File: config.mk
export PLATFORM = sky130hd
export DESIGN_NAME = spike_feeder_flat
export DESIGN_NICKNAME = d
export VERILOG_FILES = /design/src/rtl/spike_feeder_if.sv /design/src/rtl/spike_feeder.sv /design/src/flat_wrapper.sv
export SDC_FILE = /design/constraint.sdc
export NUM_CORES = 1
export LEC_CHECK = 0
export CAP_MARGIN = 30
export CORE_MARGIN = 4
export CORE_UTILIZATION = 38
export CTS_BUF_LIST = sky130_fd_sc_hd__clkbuf_16
export DETAILED_ROUTE_END_ITERATION = 8
export GPL_ROUTABILITY_DRIVEN = 1
export PLACE_DENSITY_LB_ADDON = 0.1
export SLEW_MARGIN = 15
export SYNTH_ARGS = -nofsm -noshare
export SYNTH_HDL_FRONTEND = slang
export SYNTH_SLANG_ARGS = --single-unit
File: constraint.sdc
create_clock -name clk -period 1.7 [get_ports clk]
set_input_delay 0.255 -clock clk [delete_from_list [all_inputs] [get_ports clk]]
set_output_delay 0.255 -clock clk [all_outputs]
set_load 0.05 [all_outputs]
File: src/rtl/spike_feeder_if.sv
// Host sample stream, network handshake and window-count result bundle for spike_feeder.
// master = host/network environment, slave = the feeder.
interface spike_feeder_if #(
  parameter int unsigned N_IN  = 4,
  parameter int unsigned N_OUT = 2,
  parameter int unsigned CNT_W = 8
);
  logic                   s_valid;
  logic                   s_ready;
  logic [N_IN-1:0]        s_data;
  logic                   s_last;
  logic                   net_ready;
  logic                   net_sample;
  logic [N_OUT-1:0]       net_out_spikes;
  logic                   net_start;
  logic                   net_sample_ready;
  logic [N_IN-1:0]        net_in_spikes;
  logic                   res_valid;
  logic [N_OUT*CNT_W-1:0] res_count;
  logic                   busy;

  modport master (
    output s_valid, s_data, s_last, net_ready, net_sample, net_out_spikes,
    input  s_ready, net_start, net_sample_ready, net_in_spikes, res_valid, res_count, busy
  );

  modport slave (
    input  s_valid, s_data, s_last, net_ready, net_sample, net_out_spikes,
    output s_ready, net_start, net_sample_ready, net_in_spikes, res_valid, res_count, busy
  );
endinterface

File: src/rtl/spike_feeder.sv
// Buffers host spike samples in a FIFO and feeds them to a spiking network one per sample event.
// Define SPIKE_FEEDER_COUNT_EN to add per-output spike counting over each sample window.
module spike_feeder #(
  parameter int unsigned N_IN  = 4,
  parameter int unsigned N_OUT = 2,
  parameter int unsigned DEPTH = 4,
  parameter int unsigned CNT_W = 8
) (
  input logic           clk,
  input logic           rst_n,
  spike_feeder_if.slave bus
);
  localparam int unsigned AW = $clog2(DEPTH);

  typedef enum logic [1:0] {StIdle, StRun, StDrain, StDone} state_e;

  state_e          r_state;
  logic            r_start;
  logic            r_busy;
  logic            r_ready_en;
  logic            r_sample_q;
  logic            r_pop_pend;
  logic [AW:0]     r_wptr;
  logic [AW:0]     r_rptr;
  logic [N_IN-1:0] r_hold;
  logic [N_IN-1:0] r_mem_data [DEPTH];
  logic [DEPTH-1:0] r_mem_last;

  logic            w_empty;
  logic            w_full;
  logic            w_push;
  logic            w_pop;
  logic            w_event;
  logic [N_IN-1:0] w_head;
  logic            w_head_last;

  assign w_empty     = (r_wptr == r_rptr);
  assign w_full      = (r_wptr[AW] != r_rptr[AW]) && (r_wptr[AW-1:0] == r_rptr[AW-1:0]);
  assign w_event     = bus.net_sample && !r_sample_q;
  assign w_push      = bus.s_valid && bus.s_ready;
  // A pending pop is only armed with a non-empty FIFO and nothing else pops in between.
  assign w_pop       = r_pop_pend;
  assign w_head      = r_mem_data[r_rptr[AW-1:0]];
  assign w_head_last = r_mem_last[r_rptr[AW-1:0]];

  assign bus.s_ready          = r_ready_en && !w_full;
  assign bus.net_sample_ready = !w_empty && (r_state == StRun);
  assign bus.net_in_spikes    = w_empty ? r_hold : w_head;
  assign bus.net_start        = r_start;
  assign bus.busy             = r_busy;

  always_ff @(posedge clk) begin
    if (w_push) begin
      r_mem_data[r_wptr[AW-1:0]] <= bus.s_data;
      r_mem_last[r_wptr[AW-1:0]] <= bus.s_last;
    end
  end

  always_ff @(posedge clk or negedge rst_n) begin
    if (!rst_n) begin
      r_wptr     <= '0;
      r_rptr     <= '0;
      r_hold     <= '0;
      r_ready_en <= 1'b0;
      r_sample_q <= 1'b0;
      r_pop_pend <= 1'b0;
    end else begin
      r_ready_en <= 1'b1;
      r_sample_q <= bus.net_sample;
      r_pop_pend <= w_event && (r_state == StRun) && !w_empty;
      if (w_push) r_wptr <= r_wptr + (AW+1)'(1);
      if (w_pop) begin
        r_rptr <= r_rptr + (AW+1)'(1);
        r_hold <= w_head;
      end
    end
  end

  always_ff @(posedge clk or negedge rst_n) begin
    if (!rst_n) begin
      r_state <= StIdle;
      r_start <= 1'b0;
      r_busy  <= 1'b0;
    end else begin
      case (r_state)
        StIdle: begin
          if (bus.net_ready && !w_empty) begin
            r_state <= StRun;
            r_start <= 1'b1;
            r_busy  <= 1'b1;
          end
        end
        StRun: begin
          if (w_pop && w_head_last) r_state <= StDrain;
        end
        StDrain: begin
          // The event after the last sample closes the final window.
          if (w_event) begin
            r_state <= StDone;
            r_start <= 1'b0;
          end
        end
        StDone: begin
          r_state <= StIdle;
          r_busy  <= 1'b0;
        end
        default: begin
          r_state <= StIdle;
          r_start <= 1'b0;
          r_busy  <= 1'b0;
        end
      endcase
    end
  end

`ifdef SPIKE_FEEDER_COUNT_EN
  logic                   w_active;
  logic [CNT_W-1:0]       r_cnt [N_OUT];
  logic [CNT_W-1:0]       w_cnt_nxt [N_OUT];
  logic [N_OUT*CNT_W-1:0] r_res_count;
  logic                   r_res_valid;

  assign w_active = (r_state == StRun) || (r_state == StDrain);

  always_comb begin
    for (int unsigned i = 0; i < N_OUT; i++) begin
      w_cnt_nxt[i] = r_cnt[i];
      if (w_active && bus.net_out_spikes[i] && (r_cnt[i] != {CNT_W{1'b1}})) begin
        w_cnt_nxt[i] = r_cnt[i] + CNT_W'(1);
      end
    end
  end

  always_ff @(posedge clk or negedge rst_n) begin
    if (!rst_n) begin
      for (int unsigned i = 0; i < N_OUT; i++) r_cnt[i] <= '0;
      r_res_count <= '0;
      r_res_valid <= 1'b0;
    end else begin
      r_res_valid <= w_active && w_event;
      for (int unsigned i = 0; i < N_OUT; i++) begin
        if (w_active && w_event) begin
          r_res_count[i*CNT_W +: CNT_W] <= w_cnt_nxt[i];
          r_cnt[i]                      <= CNT_W'(bus.net_out_spikes[i]);
        end else begin
          r_cnt[i] <= w_cnt_nxt[i];
        end
      end
    end
  end

  assign bus.res_valid = r_res_valid;
  assign bus.res_count = r_res_count;
`else
  logic w_unused_spikes;
  assign w_unused_spikes = ^bus.net_out_spikes;
  assign bus.res_valid   = 1'b0;
  assign bus.res_count   = '0;
`endif
endmodule

File: src/flat_wrapper.sv
// flat-port wrapper written by rule: the top's interface ports become plain ports
module spike_feeder_flat 
#(
  parameter int unsigned N_IN  = 4,
  parameter int unsigned N_OUT = 2,
  parameter int unsigned DEPTH = 4,
  parameter int unsigned CNT_W = 8
)
  (clk, rst_n, bus_s_valid, bus_s_data, bus_s_last, bus_net_ready, bus_net_sample, bus_net_out_spikes, bus_s_ready, bus_net_start, bus_net_sample_ready, bus_net_in_spikes, bus_res_valid, bus_res_count, bus_busy);
  spike_feeder_if #(.N_IN(N_IN), .N_OUT(N_OUT), .CNT_W(CNT_W)) bus_i ();
  input logic clk;
  input logic rst_n;
  input wire logic [$bits(bus_i.s_valid)-1:0] bus_s_valid;
  input wire logic [$bits(bus_i.s_data)-1:0] bus_s_data;
  input wire logic [$bits(bus_i.s_last)-1:0] bus_s_last;
  input wire logic [$bits(bus_i.net_ready)-1:0] bus_net_ready;
  input wire logic [$bits(bus_i.net_sample)-1:0] bus_net_sample;
  input wire logic [$bits(bus_i.net_out_spikes)-1:0] bus_net_out_spikes;
  output wire logic [$bits(bus_i.s_ready)-1:0] bus_s_ready;
  output wire logic [$bits(bus_i.net_start)-1:0] bus_net_start;
  output wire logic [$bits(bus_i.net_sample_ready)-1:0] bus_net_sample_ready;
  output wire logic [$bits(bus_i.net_in_spikes)-1:0] bus_net_in_spikes;
  output wire logic [$bits(bus_i.res_valid)-1:0] bus_res_valid;
  output wire logic [$bits(bus_i.res_count)-1:0] bus_res_count;
  output wire logic [$bits(bus_i.busy)-1:0] bus_busy;
  assign bus_i.s_valid = bus_s_valid;
  assign bus_i.s_data = bus_s_data;
  assign bus_i.s_last = bus_s_last;
  assign bus_i.net_ready = bus_net_ready;
  assign bus_i.net_sample = bus_net_sample;
  assign bus_i.net_out_spikes = bus_net_out_spikes;
  assign bus_s_ready = bus_i.s_ready;
  assign bus_net_start = bus_i.net_start;
  assign bus_net_sample_ready = bus_i.net_sample_ready;
  assign bus_net_in_spikes = bus_i.net_in_spikes;
  assign bus_res_valid = bus_i.res_valid;
  assign bus_res_count = bus_i.res_count;
  assign bus_busy = bus_i.busy;
  spike_feeder #(.N_IN(N_IN), .N_OUT(N_OUT), .DEPTH(DEPTH), .CNT_W(CNT_W)) u_core (.clk(clk), .rst_n(rst_n), .bus(bus_i));
endmodule
==> results.py <==
metrics = {
    "final_layout": {
        "antenna_cells": 0,
        "finalNetCount": 190,
        "fin_util_pct": 54.7,
        "drive_gt1_share_pct": 41.4,
        "fin_cells": 221,
        "syn_to_final_growth_pct": 35.4,
        "n_fill_cell": 383,
    },
    "drt": {
        "drt-total-wl_um": 3180,
        "vias_per_cell": 4.73,
        "postRouteAntennaNets": 0,
        "vias": 1046,
        "drc": 0,
        "wl_per_cell_um": 14.4,
        "drtPass1Iterations": 4,
        "drtIter0Drc": 22,
    },
    "synthesis": {
        "yosysWarnings": 0,
        "yosysUniqueCellTypes": 27,
        "synth_seq_area_share_pct": 56.8,
        "synth_area_um2": 1810,
        "synth_seq_cells": 37,
        "syn_inst": 123,
        "avgSynthCellArea_um2": 14.7,
    },
    "clocking": {
        "clk_latency_ns": 0.27,
        "htree_levels": 2,
        "tritoncts": "done",
        "cts_root_buf": "clkbuf_16",
        "clock_path_buffers": 2,
        "clock-sinks": 37,
        "clkTransAtPathRegs_ns": 0.05,
        "numCtsBuffers": 5,
        "postCtsHoldBufs": 0,
    },
    "grt": {
        "antenna_found_initial": 0,
        "overflow": 0,
        "grt_max_degree": 18,
        "grt_pass1_wl_um": 5370,
        "grt_usage_pct": 11.8,
        "grt_pass1_vias": 1097,
    },
    "die": {
        "dieWidth_um": 77.0,
        "io_pins": 37,
        "fp.dieH_um": 77.0,
        "initial_utilization_pct": 40.4,
        "fp-row-count": 24,
        "die-area_um2": 5920,
        "coreArea_um2": 4470,
    },
    "timing": {
        "finalSetupViolCount": 31,
        "slew_viol_final": 0,
        "grt_setup_unrepaired": "true",
        "fin_ws_ns": -0.293,
        "fin_crit_ns": 1.99,
        "hold_violations": 0,
        "finalClockSkew_ns": 0.00428,
        "timing.hold.ws_ns": 0.310,
        "max_freq_ghz": 0.502,
        "period_share_pct": 117,
    },
    "worst_setup_path": {
        "cp.required_ns": 1.44,
        "critPathArrivalTime_ns": 1.74,
        "crit_buf_inv": 2,
        "critical_path_class": "reg2out",
        "max_stage_delay_ns": 0.46,
        "r2r_start": "u_core.r_rptr[0]$_DFFE_PN0P_",
        "crit_chain": "buf_4 > mux4_2 > mux2_4 > buf_6",
        "worstSetupEndpointType": "output pin",
        "r2r_end": "u_core.r_state[1]$_DFFE_PN0P_",
        "cp_max_fo": 6,
        "cp_slowest_cell": "dfrtp_1",
        "start_kind": "flip-flop",
        "regToRegSetupSlack_ns": -0.28,
        "critPathTopFamily": "multiplexers",
        "reg2reg_depth": 6,
    },
    "flow_run": {
        "max_cap_viol_count": 0,
    },
    "power_and_ir_drop": {
        "peakVddDrop_uv": 956,
        "power.density_nw_per_um2": 2120,
        "power_leakage_nw": 1.06,
    },
    "placed_design": {
        "dpl.hpwl_um": 2350,
        "place_congestion": 0.813,
        "dp_cells": 206,
        "numPortBuffers": 17,
    },
    "min_path": {
        "holdCritPathClass": "in2async",
    },
    "outcome": {
        "outcome": "finished, violations left",
        "violations": "negative setup slack",
    },
}
worst max path at each step:
stage / start / to / slack [ns] / cells past startpoint
final: u_core.r_rptr[1]$_DFFE_PN0P_ / bus_net_in_spikes[3] / -0.29 / 4
after floorplan: u_core.r_rptr[0]$_DFFE_PN0P_ / u_core.r_state[1]$_DFFE_PN0P_ / -0.04 / 5
after CTS: u_core.r_rptr[0]$_DFFE_PN0P_ / bus_net_in_spikes[3] / -0.32 / 5
after detailed placement: u_core.r_rptr[0]$_DFFE_PN0P_ / u_core.r_state[1]$_DFFE_PN0P_ / -0.25 / 5
after global routing: u_core.r_rptr[0]$_DFFE_PN0P_ / u_core.r_state[1]$_DFFE_PN0P_ / -0.37 / 6
after global placement: u_core.r_rptr[0]$_DFFE_PN0P_ / u_core.r_state[1]$_DFFE_PN0P_ / -0.18 / 5
routing by layer:
| layer | track usage, % | part of all wire, % | vias to the layer above |
|---|---|---|---|
| li1 | - | - | 490 |
| met2 | 19.5 | 50 | 36 |
| met3 | 3.98 | 6.7 | 7 |
| met4 | 5.43 | 1.9 | 0 |
| met1 | 13.9 | 42 | 513 |
| met5 | 0 | 0 | - |
cell type report:
type / instances / area, um2 / share of cell area (%)
multi-input combinational: 74 / 764 / 31.3
timing repair buffer: 42 / 392 / 16.0
tap: 52 / 65.1 / 2.66
clock inverter: 3 / 42.5 / 1.74
inverter: 8 / 30.0 / 1.23
sequential: 37 / 1030 / 42.0
clock buffer: 5 / 125 / 5.12
report_power, final:
part | internal (mW) | switching [mW] | total, mW
logic | 1.38 | 1.40 | 2.78
registers | 1.19 | 0.198 | 1.39
clock network | 0.687 | 0.327 | 1.01
sequential cells by signal (all words and copies together) (netlist names):
signal / flops
u_core.r_ready_en: 1
u_core.r_state: 2
u_core.r_pop_pend: 1
u_core.bus.busy: 1
u_core.r_hold: 4
u_core.r_wptr: 3
u_core.r_rptr: 3
u_core.r_sample_q: 1
u_core.r_mem_last: 4
u_core.bus.net_start: 1
u_core.r_mem_data: 16
Yosys cell counts:
cell	n	area [um2]
edfxtp_1	20	601
buf_4	18	135
dfrtp_1	17	425
ha_1	10	125
mux2_2	10	113
inv_1	8	30.0
mux4_1	5	131
and3_1	4	25.0
nand2_1	4	15.0
xnor2_1	4	35.0
a31oi_1	3	18.8
xor2_1	3	26.3
conb_1	2	7.51
nand3_1	2	10.0
a21oi_1	1	5.00
a222oi_1	1	10.0
a22o_2	1	10.0
a31o_1	1	8.76
buf_6	1	11.3
clkbuf_1	1	3.75
mux2_1	1	11.3
nand2b_1	1	6.26
nor2_1	1	3.75
o21ai_0	1	5.00
o22ai_1	1	6.26
o32a_2	1	11.3
xnor2_2	1	16.3
worst reg2reg max path, delay by kind of cell, from the launching register on:
| kind | cells | cell delay, ns |
|---|---|---|
| buf+inv | 2 | 0.27 |
| mux | 2 | 0.71 |
| flops | 1 | 0.47 |
| simple gates | 1 | 0.06 |
| compound gates | 1 | 0.36 |
metrics by stage:
stage | cell area (um2) | setup TNS [ns] | worst slack, ns | total power [mW]
4_1_cts | 2390 | -6.47 | -0.319 | 5.12
3_5_place_dp | 2160 | -2.30 | -0.248 | 3.82
5_1_grt | 2450 | -8.11 | -0.373 | 5.50
2_1_floorplan | 1950 | -0.204 | -0.0373 | 3.11
6_report | 2450 | -6.13 | -0.293 | 5.18
3_3_place_gp | 2160 | -2.28 | -0.183 | 3.76
layout by cell type, fill, tap and decap left out, drive strengths merged, types with 2 or more instances in the layout:
| cell | instances |
|---|---|
| clkdlybuf4s50 | 9 |
| mux2 | 11 |
| buf | 33 |
| conb | 18 |
| and3 | 4 |
| a31oi | 3 |
| inv | 9 |
| xor2 | 3 |
| clkbuf | 5 |
| ha | 10 |
| nand3 | 2 |
| edfxtp | 20 |
| mux4 | 5 |
| dfrtp | 17 |
| nand2 | 4 |
| xnor2 | 5 |
cell families (layout without fill, tap and decap cells):
| kind of cell | Yosys count | after routing | synth area share [%] |
|---|---|---|---|
| other | 2 | 18 | 0.416 |
| XOR/XNOR | 8 | 8 | 4.29 |
| multiplexers | 16 | 16 | 14.1 |
| AND/OR/NAND/NOR | 12 | 12 | 3.32 |
| buffers and inverters | 28 | 58 | 9.97 |
| AO/OA/AOI/OAI | 10 | 10 | 4.16 |
| adder cells (fa/ha/maj) | 10 | 10 | 6.93 |
| flip-flops | 37 | 37 | 56.8 |
timing repair:
action	4_1_cts	5_1_grt
setup buffers	4	4
gates cloned	0	0
resized for setup	15	9
setup endpoints to repair	30	31
pin swaps	9	4
(Power assumes the default switching activity.)
